$ cat config.mk
export PLATFORM = sky130hd
export DESIGN_NAME = pipe_stage_buf
export DESIGN_NICKNAME = d
export VERILOG_FILES = /design/src/rtl/pipe_pkg.sv /design/src/rtl/pipe_slot.sv /design/src/rtl/pipe_stage_buf.sv
export SDC_FILE = /design/constraint.sdc
export NUM_CORES = 1
export LEC_CHECK = 0
export ABC_CLOCK_PERIOD_IN_PS = 3650
export CORE_MARGIN = 3
export CORE_UTILIZATION = 45
export CTS_CLUSTER_DIAMETER = 50
export DETAILED_ROUTE_END_ITERATION = 10
export DONT_BUFFER_PORTS = 1
export SYNTH_ARGS = -nofsm -noshare
export SYNTH_HDL_FRONTEND = slang
export SYNTH_SLANG_ARGS = --single-unit
$ cat constraint.sdc
create_clock -name Clk -period 3.65 [get_ports Clk]
set_input_delay 0.365 -clock Clk [delete_from_list [all_inputs] [get_ports Clk]]
set_output_delay 0.365 -clock Clk [all_outputs]
set_load 0.005 [all_outputs]
$ cat src/rtl/pipe_pkg.sv
// Shared types and MEM/WB payload layout for the pipeline stage buffers.
// Latency: n/a (types, constants and a pure packing function only).
// Backpressure: n/a.
package pipe_pkg;

   // Stage fill level; the encoding is the Occupancy value driven on the port.
   typedef enum logic [1:0] {
      OCC_EMPTY = 2'd0,
      OCC_ONE   = 2'd1,
      OCC_TWO   = 2'd2
   } occ_state_t;

   // MEM/WB payload: {RegWrite, MemToReg, ReadData[31:0], ALUResult[31:0], RegDst[4:0]}
   localparam int MEMWB_W        = 71;
   localparam int MEMWB_RDST_LO  = 0;
   localparam int MEMWB_ALU_LO   = 5;
   localparam int MEMWB_RDATA_LO = 37;
   localparam int MEMWB_MEMTOREG = 69;
   localparam int MEMWB_REGWRITE = 70;

   function automatic logic [MEMWB_W-1:0] memwb_pack(
      input logic        regwrite,
      input logic        memtoreg,
      input logic [31:0] rdata,
      input logic [31:0] alu,
      input logic [4:0]  rdst
   );
      return {regwrite, memtoreg, rdata, alu, rdst};
   endfunction

endpackage

$ cat src/rtl/pipe_slot.sv
// One payload register plus valid bit; used as main and skid entry of a stage.
// Latency: load visible one cycle after i_load.
// Backpressure: none; the owner decides when to load or clear (clear wins).
module pipe_slot #(
   parameter int DATA_W = 71
) (
   input  logic              i_clk,
   input  logic              i_rst_n,
   input  logic              i_load,
   input  logic              i_clear,
   input  logic              i_zero,
   input  logic [DATA_W-1:0] i_data,
   output logic              o_valid,
   output logic [DATA_W-1:0] o_data
);

   logic              r_valid;
   logic [DATA_W-1:0] r_data;

   // Clear drops the entry (optionally zeroing it); load captures a new payload.
   always_ff @(posedge i_clk or negedge i_rst_n) begin
      if (!i_rst_n) begin
         r_valid <= 1'b0;
         r_data  <= '0;
      end else if (i_clear) begin
         r_valid <= 1'b0;
         if (i_zero) r_data <= '0;
      end else if (i_load) begin
         r_valid <= 1'b1;
         r_data  <= i_data;
      end
   end

   assign o_valid = r_valid;
   assign o_data  = r_data;

endmodule

$ cat src/rtl/pipe_stage_buf.sv
// Pipeline stage register with valid/ready handshake, flush and optional 2-entry skid.
// Latency: 1 cycle from accept to Out_Valid when empty; strict FIFO order.
// Backpressure: SKID=1 registered In_Ready (low only when both entries full); SKID=0 comb In_Ready.
module pipe_stage_buf
   import pipe_pkg::*;
#(
   parameter int DATA_W     = MEMWB_W,
   parameter int SKID       = 1,
   parameter int FLUSH_ZERO = 1,
   parameter int CNT_W      = 16
) (
   input  logic              Clk,
   input  logic              Rst_n,
   input  logic              In_Valid,
   output logic              In_Ready,
   input  logic [DATA_W-1:0] In_Data,
   output logic              Out_Valid,
   input  logic              Out_Ready,
   output logic [DATA_W-1:0] Out_Data,
   input  logic              Flush,
   output logic [1:0]        Occupancy,
   output logic [CNT_W-1:0]  Stall_Cnt
);

   localparam logic [CNT_W-1:0] CNT_MAX = {CNT_W{1'b1}};

   logic              w_accept;
   logic              w_drain;
   logic              w_zero;
   logic              w_main_load;
   logic              w_main_clear;
   logic [DATA_W-1:0] w_main_din;
   logic [CNT_W-1:0]  r_stall_cnt;

   assign w_accept = In_Valid & In_Ready;
   assign w_drain  = Out_Valid & Out_Ready;
   // Payload bits are only zeroed by a flush, never by an ordinary drain.
   assign w_zero   = Flush && (FLUSH_ZERO != 0);

   pipe_slot #(.DATA_W(DATA_W)) u_main (
      .i_clk   (Clk),
      .i_rst_n (Rst_n),
      .i_load  (w_main_load),
      .i_clear (w_main_clear),
      .i_zero  (w_zero),
      .i_data  (w_main_din),
      .o_valid (Out_Valid),
      .o_data  (Out_Data)
   );

   generate
      if (SKID != 0) begin : g_skid
         occ_state_t        r_state;
         occ_state_t        w_state_nxt;
         logic              r_in_rdy;
         logic              w_skid_load;
         logic              w_skid_clear;
         logic              w_skid_vld;
         logic [DATA_W-1:0] w_skid_data;

         pipe_slot #(.DATA_W(DATA_W)) u_skid (
            .i_clk   (Clk),
            .i_rst_n (Rst_n),
            .i_load  (w_skid_load),
            .i_clear (w_skid_clear),
            .i_zero  (w_zero),
            .i_data  (In_Data),
            .o_valid (w_skid_vld),
            .o_data  (w_skid_data)
         );

         // Next fill level and slot controls; flush overrides every handshake.
         always_comb begin
            w_state_nxt  = r_state;
            w_main_load  = 1'b0;
            w_main_clear = 1'b0;
            w_main_din   = In_Data;
            w_skid_load  = 1'b0;
            w_skid_clear = 1'b0;
            if (Flush) begin
               w_state_nxt  = OCC_EMPTY;
               w_main_clear = 1'b1;
               w_skid_clear = 1'b1;
            end else begin
               case (r_state)
                  OCC_EMPTY: begin
                     if (w_accept) begin
                        w_main_load = 1'b1;
                        w_state_nxt = OCC_ONE;
                     end
                  end
                  OCC_ONE: begin
                     if (w_accept && w_drain) begin
                        w_main_load = 1'b1;
                     end else if (w_accept) begin
                        w_skid_load = 1'b1;
                        w_state_nxt = OCC_TWO;
                     end else if (w_drain) begin
                        w_main_clear = 1'b1;
                        w_state_nxt  = OCC_EMPTY;
                     end
                  end
                  OCC_TWO: begin
                     if (w_drain) begin
                        w_main_load  = 1'b1;
                        w_main_din   = w_skid_data;
                        w_skid_clear = 1'b1;
                        w_state_nxt  = OCC_ONE;
                     end
                  end
                  default: w_state_nxt = OCC_EMPTY;
               endcase
            end
         end

         // Fill-level state and its registered ready output.
         always_ff @(posedge Clk or negedge Rst_n) begin
            if (!Rst_n) begin
               r_state  <= OCC_EMPTY;
               r_in_rdy <= 1'b1;
            end else begin
               r_state  <= w_state_nxt;
               r_in_rdy <= (w_state_nxt != OCC_TWO);
            end
         end

         assign In_Ready  = r_in_rdy;
         // Skid only ever holds data while main does, so the slot valids encode the level.
         assign Occupancy = {w_skid_vld, Out_Valid & ~w_skid_vld};
      end else begin : g_single
         assign In_Ready  = !Out_Valid | Out_Ready;
         assign Occupancy = {1'b0, Out_Valid};

         // Single register: load on accept, empty on drain without refill or on flush.
         always_comb begin
            w_main_din   = In_Data;
            w_main_load  = w_accept & ~Flush;
            w_main_clear = Flush | (w_drain & ~w_accept);
         end
      end
   endgenerate

   // Count back-pressured cycles, sticking at the maximum until reset.
   always_ff @(posedge Clk or negedge Rst_n) begin
      if (!Rst_n) begin
         r_stall_cnt <= '0;
      end else if (Out_Valid && !Out_Ready && (r_stall_cnt != CNT_MAX)) begin
         r_stall_cnt <= r_stall_cnt + 1'b1;
      end
   end

   assign Stall_Cnt = r_stall_cnt;

endmodule

Word-level counts from Yosys, hierarchy flattened. Cells that the tools add are included.

Bits of input ports: 76. Word-level logic and storage cells: 60. Register bits after elaboration: 163. Output and inout bits: 91.

Reduce and logical (&&, ||, !) cells: 9. Mux-type cells: 33. Equal/unequal tests: 6. Bitwise operators: 4. Add/sub/neg operators: 1.

Operators with widths (count): $mux W71 (8); $mux W1 (17); $add A16 B1 Y16 const B (1); $ne A16 B16 Y1 const B (1); $mux W2 (6); $ne A2 B2 Y1 const B (3); $pmux W2 S3 (1); $reduce_and A2 Y1 (2); $reduce_bool A2 Y1 (2); $and A1 B1 Y1 (3); $logic_and A1 B1 Y1 (3); $pmux W1 S3 (1); $eq A2 B1 Y1 const B (1); $eq A2 B2 Y1 const B (1); $logic_not A2 Y1 (1); $logic_not A1 Y1 (1); $not A1 Y1 (1).

Depth between registers and ports, before layout. Gate-level depths: netlist of the first run.

Depth after elaboration: 8. Depth in mapped cells: 8.

By module. From an unflattened synthesis of the first run, not the netlist that was laid out.

Cell total of the unflattened synthesis: 656. Area total of the unflattened synthesis: 9605.5 um^2.

Modules (own cells, without submodules): pipe_slot (cells each 241, area an instance 3860.0 um^2, instances 2, sequential area each 1801.7 um^2); pipe_stage_buf (cells each 174, area an instance 1885.6 um^2, instances 1, sequential area each 476.7 um^2).

Worst setup path before layout of the first run. No wires, ideal clock.

Kind: register to register. From: register u_main.r_valid (netlist: u_main.o_valid). To: register u_main.r_data[12] (netlist: u_main.o_data[12]). Library setup time: 151 ps. Path buffers: 4. Cell stages (with the launch flop): 9. Arrival time: 1583 ps. Slack: 1917 ps. Path through: dfrtp_1 > buf_2 > and4b_1 > a211o_1 > buf_6 > buf_6 > buf_2 > nor2_1 > a311oi_2.

Longest elaborated chain between the ends: 8. Elaborated cells on any way between the ends: 18.

Ends and longest elaborated chain: start: declaration (RTL line pipe_slot.sv:17) `logic r_valid;`; start signal: assignment (RTL line pipe_slot.sv:23) `r_valid <= 1'b0;`; start signal: assignment (RTL line pipe_slot.sv:26) `r_valid <= 1'b0;`; start signal: assignment (RTL line pipe_slot.sv:29) `r_valid <= 1'b1;`; $and A1 B1 Y1 (*) (RTL line pipe_stage_buf.sv:36) `assign w_drain = Out_Valid & Out_Ready;`; $mux W1 (RTL line pipe_stage_buf.sv:98, pipe_stage_buf.sv:104); $mux W1 (RTL line pipe_stage_buf.sv:95) `end else if (w_accept) begin`; $mux W1 (RTL line pipe_stage_buf.sv:93) `if (w_accept && w_drain) begin`; $mux W1 (RTL line pipe_stage_buf.sv:85) `case (r_state)`; $mux W1 (RTL line pipe_stage_buf.sv:80) `if (Flush) begin`; $ne A2 B2 Y1 (no source line) / $reduce_bool A2 Y1 (equally long branches); $reduce_and A2 Y1 (no source line); end signal: assignment (RTL line pipe_slot.sv:30) `r_data <= i_data;`; end: declaration (RTL line pipe_slot.sv:18) `logic [DATA_W-1:0] r_data;`.

Mark *: on every way between the ends. The rest lies on a longest branch, timed or not. The select of a mux whose other input is x is not followed. A chain may end at the register's enable or synchronous reset.

Worst setup path in the final report of the first run.
From: register u_main.r_valid (netlist: u_main.o_valid). To: register u_main.r_data[70] (netlist: u_main.o_data[70]).

Same word-level chain as after synthesis.

==> run_results.csv, run 1 <==
group,metric,value,unit
logic_synthesis,syn_inst,811,
placement,pre_cts_ws,1.14,ns
clock_tree,clk_latency,0.42,ns
sta,max_freq,0.400,GHz
sta,clock-skew-final,0.00905,ns
worst_setup_path,r2r_slack,1.15,ns
sta,worstMarginPinSlew,0.957,ns
die,design.die.area,19200,sq um
finish,final_cells,1006,
sta,final.period_utilization,0.684,
placement,gp_congestion,0.769,
power,power_density,514,nW/um^2
logic_synthesis,synth_top_flop_cell,"dfrtp_1",
worst_setup_path,cp_data_arrival_time,2.82,ns
placement,place_area,7950,sq um
drt,drc,0,
clock_tree,clock-sinks,163,
placement,dpl.hpwl,11300,um
finish,layout-drive-gt1-share,0.145,
worst_setup_path,crit_end,"u_main.o_data[70]",
grt,grt_pass1_wl,29800,um
drt,drt_iter0_drc,306,
sta,setup_viol,0,
sta,hold_violations,163,
die,initial_core_util,0.468,
grt,antenna_found_initial,0,
clock_tree,ctsRootBufferMaster,"clkbuf_16",
drt,drt-pass1-iter-count,4,
finish,insertedDiodeCount,0,
clock_tree,cts.clk_slew.worst_paths,0.06,ns
placement,io_buffer_count,0,
logic_synthesis,synth_warnings,0,
finish,final_area,8530,sq um
worst_setup_path,end_kind,"flip-flop",
logic_synthesis,synth_edf_count,0,
drt,wire_per_inst,18.1,um
worst_setup_path,startpoint_type,"flip-flop",
finish,final_common_cell,"nand2_1",
logic_synthesis,synth.yosys.seq_area_share,0.515,
sta,drv_slew,0,
clock_tree,clock_path_buffers,2,
logic_synthesis,synthDistinctLibCells,44,
outcome,status,"finished, violations left",
grt,grt_use_total,0.189,
sta,slew_headroom,0.362,
worst_setup_path,crit_start,"u_main.o_valid",
finish,final_nets,851,
clock_tree,hold_buffers,2,
drt,drt-total-wl,18200,um
power,p_leak,3.56,nW
worst_setup_path,cp_max_fo,44,
worst_setup_path,reg2reg_from,"u_main.o_valid",
die,std_cell_rows,47,
logic_synthesis,synth-seq-cells,163,
sta,rsz0062_at_grt,"false",
sta,hold_slack,-0.364,ns
worst_setup_path,reg2reg_depth,5,
drt,ant_nets,0,
grt,grt_max_degree,164,
clock_tree,cts_tree,"yes",
clock_tree,numCtsBuffers,17,
die,io_pins,167,
logic_synthesis,synthesis.area,7930,sq um
worst_setup_path,crit_required,3.97,ns
die,die_y,139,um
drt,vias_per_cell,5.68,
die,fp.coreArea,16900,sq um
hold_path,min_path_type,"input pin to async pin",
job,drv_cap,0,
worst_setup_path,crit_type,"flip-flop to flip-flop",
die,die_w,139,um
finish,area_growth,7.59,%
sta,setup_tns,0,ns
worst_setup_path,reg2reg_to,"u_main.o_data[70]",
placement,dp.cells,973,
drt,vias,5714,
grt,grt_pass1_vias,5651,
logic_synthesis,avgSynthCellArea,9.77,sq um
finish,most-common-layout-cells,"220 x nand2_1, 162 x dfrtp_1, 76 x nor2_1",
sta,period_needed,2.50,ns
grt,grt.overflow.total,0,
logic_synthesis,syn-num-nets,888,
logic_synthesis,ys_async_sr_fraction,1.00,
clock_tree,h-tree-depth,4,
outcome,violations,"negative hold slack",
sta,worst_slack,1.15,ns
finish,fill_cells,1575,
power,peakVddDrop,322,uV
==> metrics by stage <==
step	power [mW]	util
CTS	4.43	0.504
floorplan	2.64	-
detailed placement	2.73	0.469
global placement	2.69	0.469
finish	4.38	0.504
global route	4.58	0.504
==> layout make-up <==
type	count	area, sq um	share of cell area
Sequential cell	163	4080	0.478
Multi-Input combinational cell	581	3510	0.412
Clock buffer	22	464	0.0544
Tap cell	220	275	0.0323
Timing Repair Buffer	9	108	0.0126
Clock inverter	9	82.6	0.00968
Inverter	2	7.51	0.000880
==> flip-flops by register name, summed over array words and instances (netlist names) <==
| signal | count |
|---|---|
| g_skid.u_skid.o_valid | 1 |
| g_skid.r_state | 2 |
| u_main.o_valid | 1 |
| Stall_Cnt | 16 |
| In_Ready | 1 |
| u_main.o_data | 71 |
| g_skid.u_skid.o_data | 71 |
==> worst min path at each step <==
| stage | to | startpoint | slack [ns] |
|---|---|---|---|
| 2_1_floorplan | Stall_Cnt[0] | Rst_n | 0.07 |
| 3_3_place_gp | Stall_Cnt[15] | Rst_n | 0.07 |
| 3_5_place_dp | Stall_Cnt[15] | Rst_n | 0.07 |
| 4_1_cts | Stall_Cnt[15] | Rst_n | -0.38 |
| 5_1_grt | Stall_Cnt[15] | Rst_n | -0.39 |
| 6_report | Stall_Cnt[15] | Rst_n | -0.36 |
==> layer usage <==
metal,share of wire,wire length (um),vias to the layer above,global-route usage
met3,0.080,1450,25,0.0655
met4,0.017,310,0,0.0716
li1,-,-,2681,-
met2,0.47,8610,156,0.297
met1,0.43,7810,2852,0.243
met5,0,0,-,0
==> critical path: stages, from the launching register on <==
cell and delay [ns]:
dfrtp_1 0.62, and2_1 0.32, a211o_4 0.56, buf_4 0.51
nor2_1 0.10, a311oi_2 0.26
==> kinds of logic (layout without fill, tap and decap cells) <==
logic type	Yosys count	in the layout	share of synthesized area
AND/OR/NAND/NOR	408	408	0.231
flip-flops	163	163	0.515
AO/OA/AOI/OAI	160	160	0.193
buffers and inverters	67	42	0.0458
XOR/XNOR	9	9	0.00995
multiplexers	3	3	0.00410
adder cells (fa/ha/maj)	1	1	0.00158
==> cell usage after synthesis, types with 2 or more instances <==
cell type	number	share of area
nand2_1	221	0.10
a311oi_2	70	0.13
inv_1	2	0.00095
nand4_1	4	0.0032
dfrtp_1	162	0.51
mux2_2	2	0.0028
xnor2_1	3	0.0033
clkbuf_1	40	0.019
a31oi_1	2	0.0016
a21oi_1	6	0.0038
nand2b_1	73	0.058
nor4_1	3	0.0024
and2_1	3	0.0024
o31ai_1	2	0.0019
nand3b_1	2	0.0019
nor2_1	76	0.036
buf_4	10	0.0095
nor3_1	5	0.0032
nand3_1	7	0.0044
and3_1	5	0.0039
buf_6	9	0.013
xor2_1	6	0.0066
buf_2	5	0.0032
o21ai_0	73	0.046
==> repair_timing <==
action,in CTS,in global routing
gates resized for setup,0,0
endpoints found under the hold margin,185,163
setup buffers,0,0
endpoints found under the setup margin,0,0
==> power by group <==
group / total [mW] / switching, mW / internal [mW] / leakage, nW
Sequential: 2.16 / 0.178 / 1.98 / 2.19
Clock: 1.69 / 0.717 / 0.969 / 0.266
Combinational: 0.535 / 0.305 / 0.230 / 1.11
Power figures use the tool's default switching activity.
==> run 2, diff against run 1 <==
--- a/config.mk
+++ b/config.mk
@@ -5,7 +5,8 @@
 export SDC_FILE = /design/constraint.sdc
 export NUM_CORES = 1
 export LEC_CHECK = 0
-export ABC_CLOCK_PERIOD_IN_PS = 3650
+export ABC_AREA = 1
+export ABC_CLOCK_PERIOD_IN_PS = 2600
 export CORE_MARGIN = 3
 export CORE_UTILIZATION = 45
 export CTS_CLUSTER_DIAMETER = 50
==> constraint.sdc (replaced) <==
create_clock -name Clk -period 2.6 [get_ports Clk]
set_input_delay 0.26 -clock Clk [delete_from_list [all_inputs] [get_ports Clk]]
set_output_delay 0.26 -clock Clk [all_outputs]
set_load 0.005 [all_outputs]
==> run 2 against run 1 <==
  * The run still ends with negative hold slack left
  * Non-clock buffer count is 71 higher
  * Maximum frequency increased by 22%
  * First-iteration DRC count fell by 3.3%
  * Critical path type unchanged
  * Largest power group unchanged
==> run_results.csv, run 2 <==
group,metric,value,unit
outcome,status,"finished, violations left",
outcome,violations,"negative hold slack",
power,power.total,6.19,mW
drt,vias,6085,
drt,ant_nets,0,
finish,insertedDiodeCount,0,
die,die_y,136,um
logic_synthesis,avgSynthCellArea,8.07,sq um
clock_tree,cts_tree,"yes",
placement,dpl.hpwl,10700,um
logic_synthesis,yosys.area.top_type,"dfrtp_1",
clock_tree,numCtsBuffers,17,
logic_synthesis,ys_async_sr_fraction,1.00,
logic_synthesis,synth.yosys.seq_area_share,0.539,
worst_setup_path,cp_data_arrival_time,2.36,ns
sta,worst_slack,0.559,ns
logic_synthesis,synth_edf_count,0,
clock_tree,cts.clk_slew.worst_paths,0.07,ns
die,fp.coreArea,16200,sq um
sta,drv_slew,0,
placement,gp_congestion,0.738,
clock_tree,clock_path_buffers,2,
logic_synthesis,syn-num-nets,1015,
power,pwr-share-comb,0.111,
clock_tree,hold_buffers,71,
finish,layout-drive-gt1-share,0.0582,
grt,antenna_found_initial,0,
worst_setup_path,end_kind,"flip-flop",
placement,io_buffer_count,0,
sta,period_needed,2.04,ns
die,std_cell_rows,46,
placement,pre_cts_ws,0.541,ns
logic_synthesis,synth_top_cell_area_share,0.535,
clock_tree,clk_latency,0.43,ns
die,io_pins,167,
drt,drc,0,
finish,most-common-layout-cells,"277 x nand2_1, 162 x dfrtp_1, 162 x inv_1",
sta,rsz0062_at_grt,"false",
drt,drt_iter0_drc,296,
job,drv_cap,0,
logic_synthesis,synth_top_family_by_area,"simple AND/OR/NAND/NOR gates",
grt,grt_max_degree,164,
worst_setup_path,crit_type,"flip-flop to flip-flop",
drt,drt-pass1-iter-count,5,
worst_setup_path,cp_max_fo,61,
logic_synthesis,synth_adder_area_share,0.00165,
worst_setup_path,startpoint_type,"flip-flop",
logic_synthesis,synth_warnings,0,
sta,hold_slack,-0.479,ns
logic_synthesis,synth-seq-cells,163,
clock_tree,ctsResizeCount,0,
sta,slew_headroom,0.513,
sta,max_freq,0.490,GHz
clock_tree,ctsRootBufferMaster,"clkbuf_16",
die,initial_core_util,0.468,
sta,setup_viol,0,
finish,fill_cells,1524,
logic_synthesis,synthMuxAreaShare,0,
sta,setup_tns,0,ns
grt,grt_use_total,0.212,
grt,grt_pass1_vias,5897,
hold_path,min_path_type,"input pin to async pin",
logic_synthesis,syn_inst,938,
logic_synthesis,yosysMostFrequentCell,"nand2_1",
finish,final_common_cell,"nand2_1",
power,power_density,689,nW/um^2
logic_synthesis,synthDistinctLibCells,27,
worst_setup_path,crit_required,2.92,ns
logic_synthesis,yosys-top-cells-count,"278 x nand2_1, 162 x dfrtp_1, 162 x inv_1, 82 x nand3_1, 76 x o21ai_0",
finish,final_nets,1060,
die,design.die.area,18400,sq um
sta,final.period_utilization,0.785,
power,p_int,4.50,mW
grt,grt.overflow.total,0,
logic_synthesis,synth_compound_area_frac,0.118,
logic_synthesis,synthSimpleGateAreaFrac,0.213,
logic_synthesis,synth-xor-area-share,0.00925,
drt,vias_per_cell,5.02,
drt,wire_per_inst,15.7,um
finish,area_growth,18.6,%
logic_synthesis,synthesis.area,7570,sq um
logic_synthesis,synth_top_flop_cell,"dfrtp_1",
power,peakVddDrop,487,uV
power,clockPowerShare,0.411,
clock_tree,h-tree-depth,4,
clock_tree,postCtsSetupRepairBufs,0,
clock_tree,clock-sinks,163,
power,p_leak,4.61,nW
finish,fin_util,0.555,
grt,grt_pass1_wl,31000,um
drt,drt-total-wl,19000,um
die,die_w,136,um
power,switching_share,0.273,
power,power_switching,1.69,mW
sta,worstMarginPinSlew,0.731,ns
logic_synthesis,synth_area_leaders,"dfrtp_1 54%, nand2_1 14%, inv_1 8.0%",
sta,hold_violations,163,
power,seqPwrFrac,0.479,
sta,clock-skew-final,0.0117,ns
==> run 2: cell count changes after synthesis, sizes merged, moves of 32 or more <==
cell    delta
inv      +163
nand3     +77
nand2b    -73
a311oi    -71
o22ai     +71
nand2     +58
nor2      -52
clkbuf    -32
==> run 2: final cells by class <==
| type | count | area (sq um) | share of cell area |
|---|---|---|---|
| inverters | 165 | 619 | 0.0690 |
| multi-input cells | 556 | 2600 | 0.290 |
| well taps | 216 | 270 | 0.0301 |
| clock inverters | 14 | 151 | 0.0169 |
| clock buffers | 18 | 439 | 0.0489 |
| flip-flops and latches | 163 | 4080 | 0.454 |
| repair buffers | 80 | 816 | 0.0909 |
==> run 2: per-layer routing <==
metal	global-route usage	up-vias	part of all wire	wire length, um
li1	-	3043	-	-
met1	0.292	2867	0.46	8790
met2	0.330	163	0.46	8690
met3	0.0613	12	0.070	1340
met4	0.0571	0	0.0095	180
met5	0	-	0	0
==> run 2: through the flow <==
step                instance area (sq um)  cells
finish                               8980   1212
global placement                     7680   1109
CTS                                  8980   1212
floorplan                            7570    938
global route                         8980   1212
detailed placement                   7680   1109
==> run 2: kinds of logic (layout without fill, tap and decap cells) <==
kind of cell,count (synthesis),in the layout
AOI/OAI and AO/OA,156,156
adders and majority gates,1,1
DFF,163,163
xor gates and xnor gates,8,8
and+or+nand+nor,391,391
buffers and inverters,219,277
==> run 2: worst max-delay path, stage by stage (launching register included) <==
cell,delay [ns]
dfstp_2,0.55
nand2_1,0.07
nor3_1,0.28
nand2_1,0.14
nand3_2,0.14
inv_2,0.11
buf_4,0.32
nand2_1,0.16
nand2_1,0.07
==> run 2: final timing paths <==
path                                        start                        to  slack, ns  cells past startpoint
worst max-delay path                     In_Ready         u_main.o_data[25]       0.56                      8
worst min-delay path                        Rst_n         u_main.o_data[54]      -0.48                      0
worst max register to register           In_Ready         u_main.o_data[25]       0.56                      8
worst min register to register  u_main.o_data[52]         u_main.o_data[52]       0.50                      2
max in group asynchronous                   Rst_n  g_skid.u_skid.o_data[67]       2.72                      0
min in group Clk                            Flush         g_skid.r_state[0]       0.05                      3
==> run 2: power by group through the flow <==
stage                     combinational [mW]  clock (mW)  sequential [mW]
final                                  0.684        2.54             2.96
after global routing                   0.788        2.69             3.00
after CTS                              0.689        2.60             2.97
after detailed placement               0.595           0             3.02
after global placement                 0.581           0             3.02
after floorplan                        0.495           0             2.95
==> run 3, diff against run 2 <==
--- a/config.mk
+++ b/config.mk
@@ -5,8 +5,8 @@
 export SDC_FILE = /design/constraint.sdc
 export NUM_CORES = 1
 export LEC_CHECK = 0
-export ABC_AREA = 1
-export ABC_CLOCK_PERIOD_IN_PS = 2600
+export ABC_AREA = 0
+export ABC_CLOCK_PERIOD_IN_PS = 1800
 export CORE_MARGIN = 3
 export CORE_UTILIZATION = 45
 export CTS_CLUSTER_DIAMETER = 50
==> constraint.sdc (replaced) <==
create_clock -name Clk -period 1.8 [get_ports Clk]
set_input_delay 0.18 -clock Clk [delete_from_list [all_inputs] [get_ports Clk]]
set_output_delay 0.18 -clock Clk [all_outputs]
set_load 0.005 [all_outputs]
==> run 3 against run 2 <==
  * The run still ends with negative hold slack left
  * Worst setup slack lost 0.49 ns
  * Total power rose by 54%
  * Critical path depth fell by 4
  * Cell count shrank 3.3%
==> run_results.csv, run 3 (synthesized netlist as in run 1, its figures left out) <==
group,metric,value,unit
outcome,status,"finished, violations left",
outcome,violations,"negative hold slack",
power,power_density,916,nW/um^2
clock_tree,numCtsBuffers,17,
drt,drt-pass1-iter-count,5,
sta,clock-skew-final,0.00956,ns
clock_tree,clock_path_buffers,2,
placement,dpl.hpwl,11600,um
power,power_switching,2.57,mW
drt,ant_nets,0,
finish,final_area,10400,sq um
drt,drt_iter0_drc,319,
sta,setup_tns,0,ns
clock_tree,cts_tree,"yes",
hold_path,min_path_type,"input pin to async pin",
placement,place_area,8190,sq um
clock_tree,h-tree-depth,4,
grt,grt.overflow.total,0,
grt,grt_use_total,0.212,
drt,drc,0,
die,fp.coreArea,16900,sq um
worst_setup_path,startpoint_type,"flip-flop",
sta,slew_headroom,0.749,
worst_setup_path,crit_type,"flip-flop to flip-flop",
drt,vias_per_cell,5.53,
drt,wire_per_inst,18.1,um
power,seqPwrFrac,0.455,
sta,hold_slack,-0.548,ns
clock_tree,clk_latency,0.42,ns
finish,final_cells,1172,
sta,final.period_utilization,0.961,
die,die_y,139,um
sta,hold_violations,213,
worst_setup_path,cp_top_family,"compound AO/OA/AOI/OAI gates",
worst_setup_path,crit_buf_inv,1,
power,switching_share,0.270,
clock_tree,cts.clk_slew.worst_paths,0.06,ns
die,std_cell_rows,47,
clock_tree,hold_buffers,143,
worst_setup_path,cp_data_arrival_time,2.05,ns
finish,area_growth,30.9,%
worst_setup_path,worstPathCellList,"and4bb_2 -> a211o_4 -> clkbuf_16 -> a311oi_2",
finish,insertedDiodeCount,0,
power,peakVddDrop,669,uV
die,io_pins,167,
power,p_leak,4.16,nW
drt,vias,6487,
die,initial_core_util,0.468,
finish,most-common-layout-cells,"219 x nand2_1, 160 x dfrtp_1, 141 x dlygate4sd3_1",
grt,grt_pass1_wl,33900,um
clock_tree,clock-sinks,163,
placement,pre_cts_ws,-0.0384,ns
finish,final_common_cell,"nand2_1",
sta,worstMarginPinSlew,0.371,ns
worst_setup_path,crit_path_top_delay_cell,"dfrtp_2",
power,p_int,6.94,mW
sta,drv_slew,0,
power,pwr-share-comb,0.173,
job,drv_cap,0,
placement,io_buffer_count,0,
finish,final_nets,1018,
worst_setup_path,end_kind,"flip-flop",
grt,grt_max_degree,164,
worst_setup_path,crit_required,2.12,ns
power,clockPowerShare,0.372,
sta,rsz0062_at_grt,"false",
placement,dp.cells,993,
sta,worst_slack,0.0706,ns
sta,max_freq,0.578,GHz
clock_tree,ctsRootBufferMaster,"clkbuf_16",
sta,period_needed,1.73,ns
grt,antenna_found_initial,0,
worst_setup_path,cp_max_fo,22,
die,die_w,139,um
worst_setup_path,slowest_delay,0.44,ns
grt,grt_pass1_vias,6574,
placement,gp_congestion,0.769,
finish,layout-drive-gt1-share,0.155,
sta,setup_viol,0,
die,design.die.area,19200,sq um
drt,drt-total-wl,21200,um
-- run 3: cell count changes in the layout (fill, tap and decap cells not counted), moves of 6 or more --
cell / change
nand2_1: -58
dlygate4sd3_1: +70
inv_1: -160
nand2b_1: +73
buf_4: +10
nand3_1: -74
a21oi_1: +6
nor2_1: +54
o22ai_1: -71
a311oi_2: +70
-- run 3: per-layer routing --
metal  up-vias  routed length [um]  GRT usage
met1      3223                9030      0.264
met5         -                   0          0
li1       3029                   -          -
met2       208               10300      0.353
met3        27                1440     0.0645
met4         0                 417     0.0742
-- run 3: final timing paths --
path                                endpoint  cells after the start  slack, ns         startpoint
max in group asynchronous           In_Ready                      0       2.14              Rst_n
min in group Clk           u_main.o_data[67]                      1      -0.18              Flush
setup / recovery           u_main.o_data[70]                      4       0.07  g_skid.r_state[0]
hold reg to reg                 Stall_Cnt[6]                      1       0.54       Stall_Cnt[6]
hold / removal                  Stall_Cnt[9]                      0      -0.55              Rst_n
setup reg to reg           u_main.o_data[70]                      4       0.07  g_skid.r_state[0]
-- run 3: area by class of cell --
cell class,instances,area [sq um]
Fill cell,1376,6560
Tap cell,220,275
Clock buffer,21,460
Clock inverter,9,108
Inverter,2,7.51
Multi-Input combinational cell,582,3530
Sequential cell,163,4080
Timing Repair Buffer,175,1910
-- run 3: power groups by stage --
| stage | Combinational, mW | Clock (mW) | Sequential (mW) |
|---|---|---|---|
| floorplan | 1.04 | 0 | 4.32 |
| global placement | 1.23 | 0 | 4.37 |
| detailed placement | 1.28 | 0 | 4.39 |
| CTS | 1.51 | 3.60 | 4.32 |
| global route | 1.80 | 3.75 | 4.36 |
| finish | 1.65 | 3.54 | 4.32 |
-- run 3: stage by stage --
step / power (mW) / utilization
floorplan: 5.36 / -
global placement: 5.60 / 0.484
detailed placement: 5.67 / 0.484
CTS: 9.43 / 0.604
global route: 9.92 / 0.613
finish: 9.50 / 0.613
-- run 3: timing repair --
item                                    CTS  global route
buffers inserted                          1             0
hold endpoints to repair                310           239
gates cloned                              1             6
pin swaps                                 1             3
endpoints found under the setup margin   45            77
resized for setup                         0            14
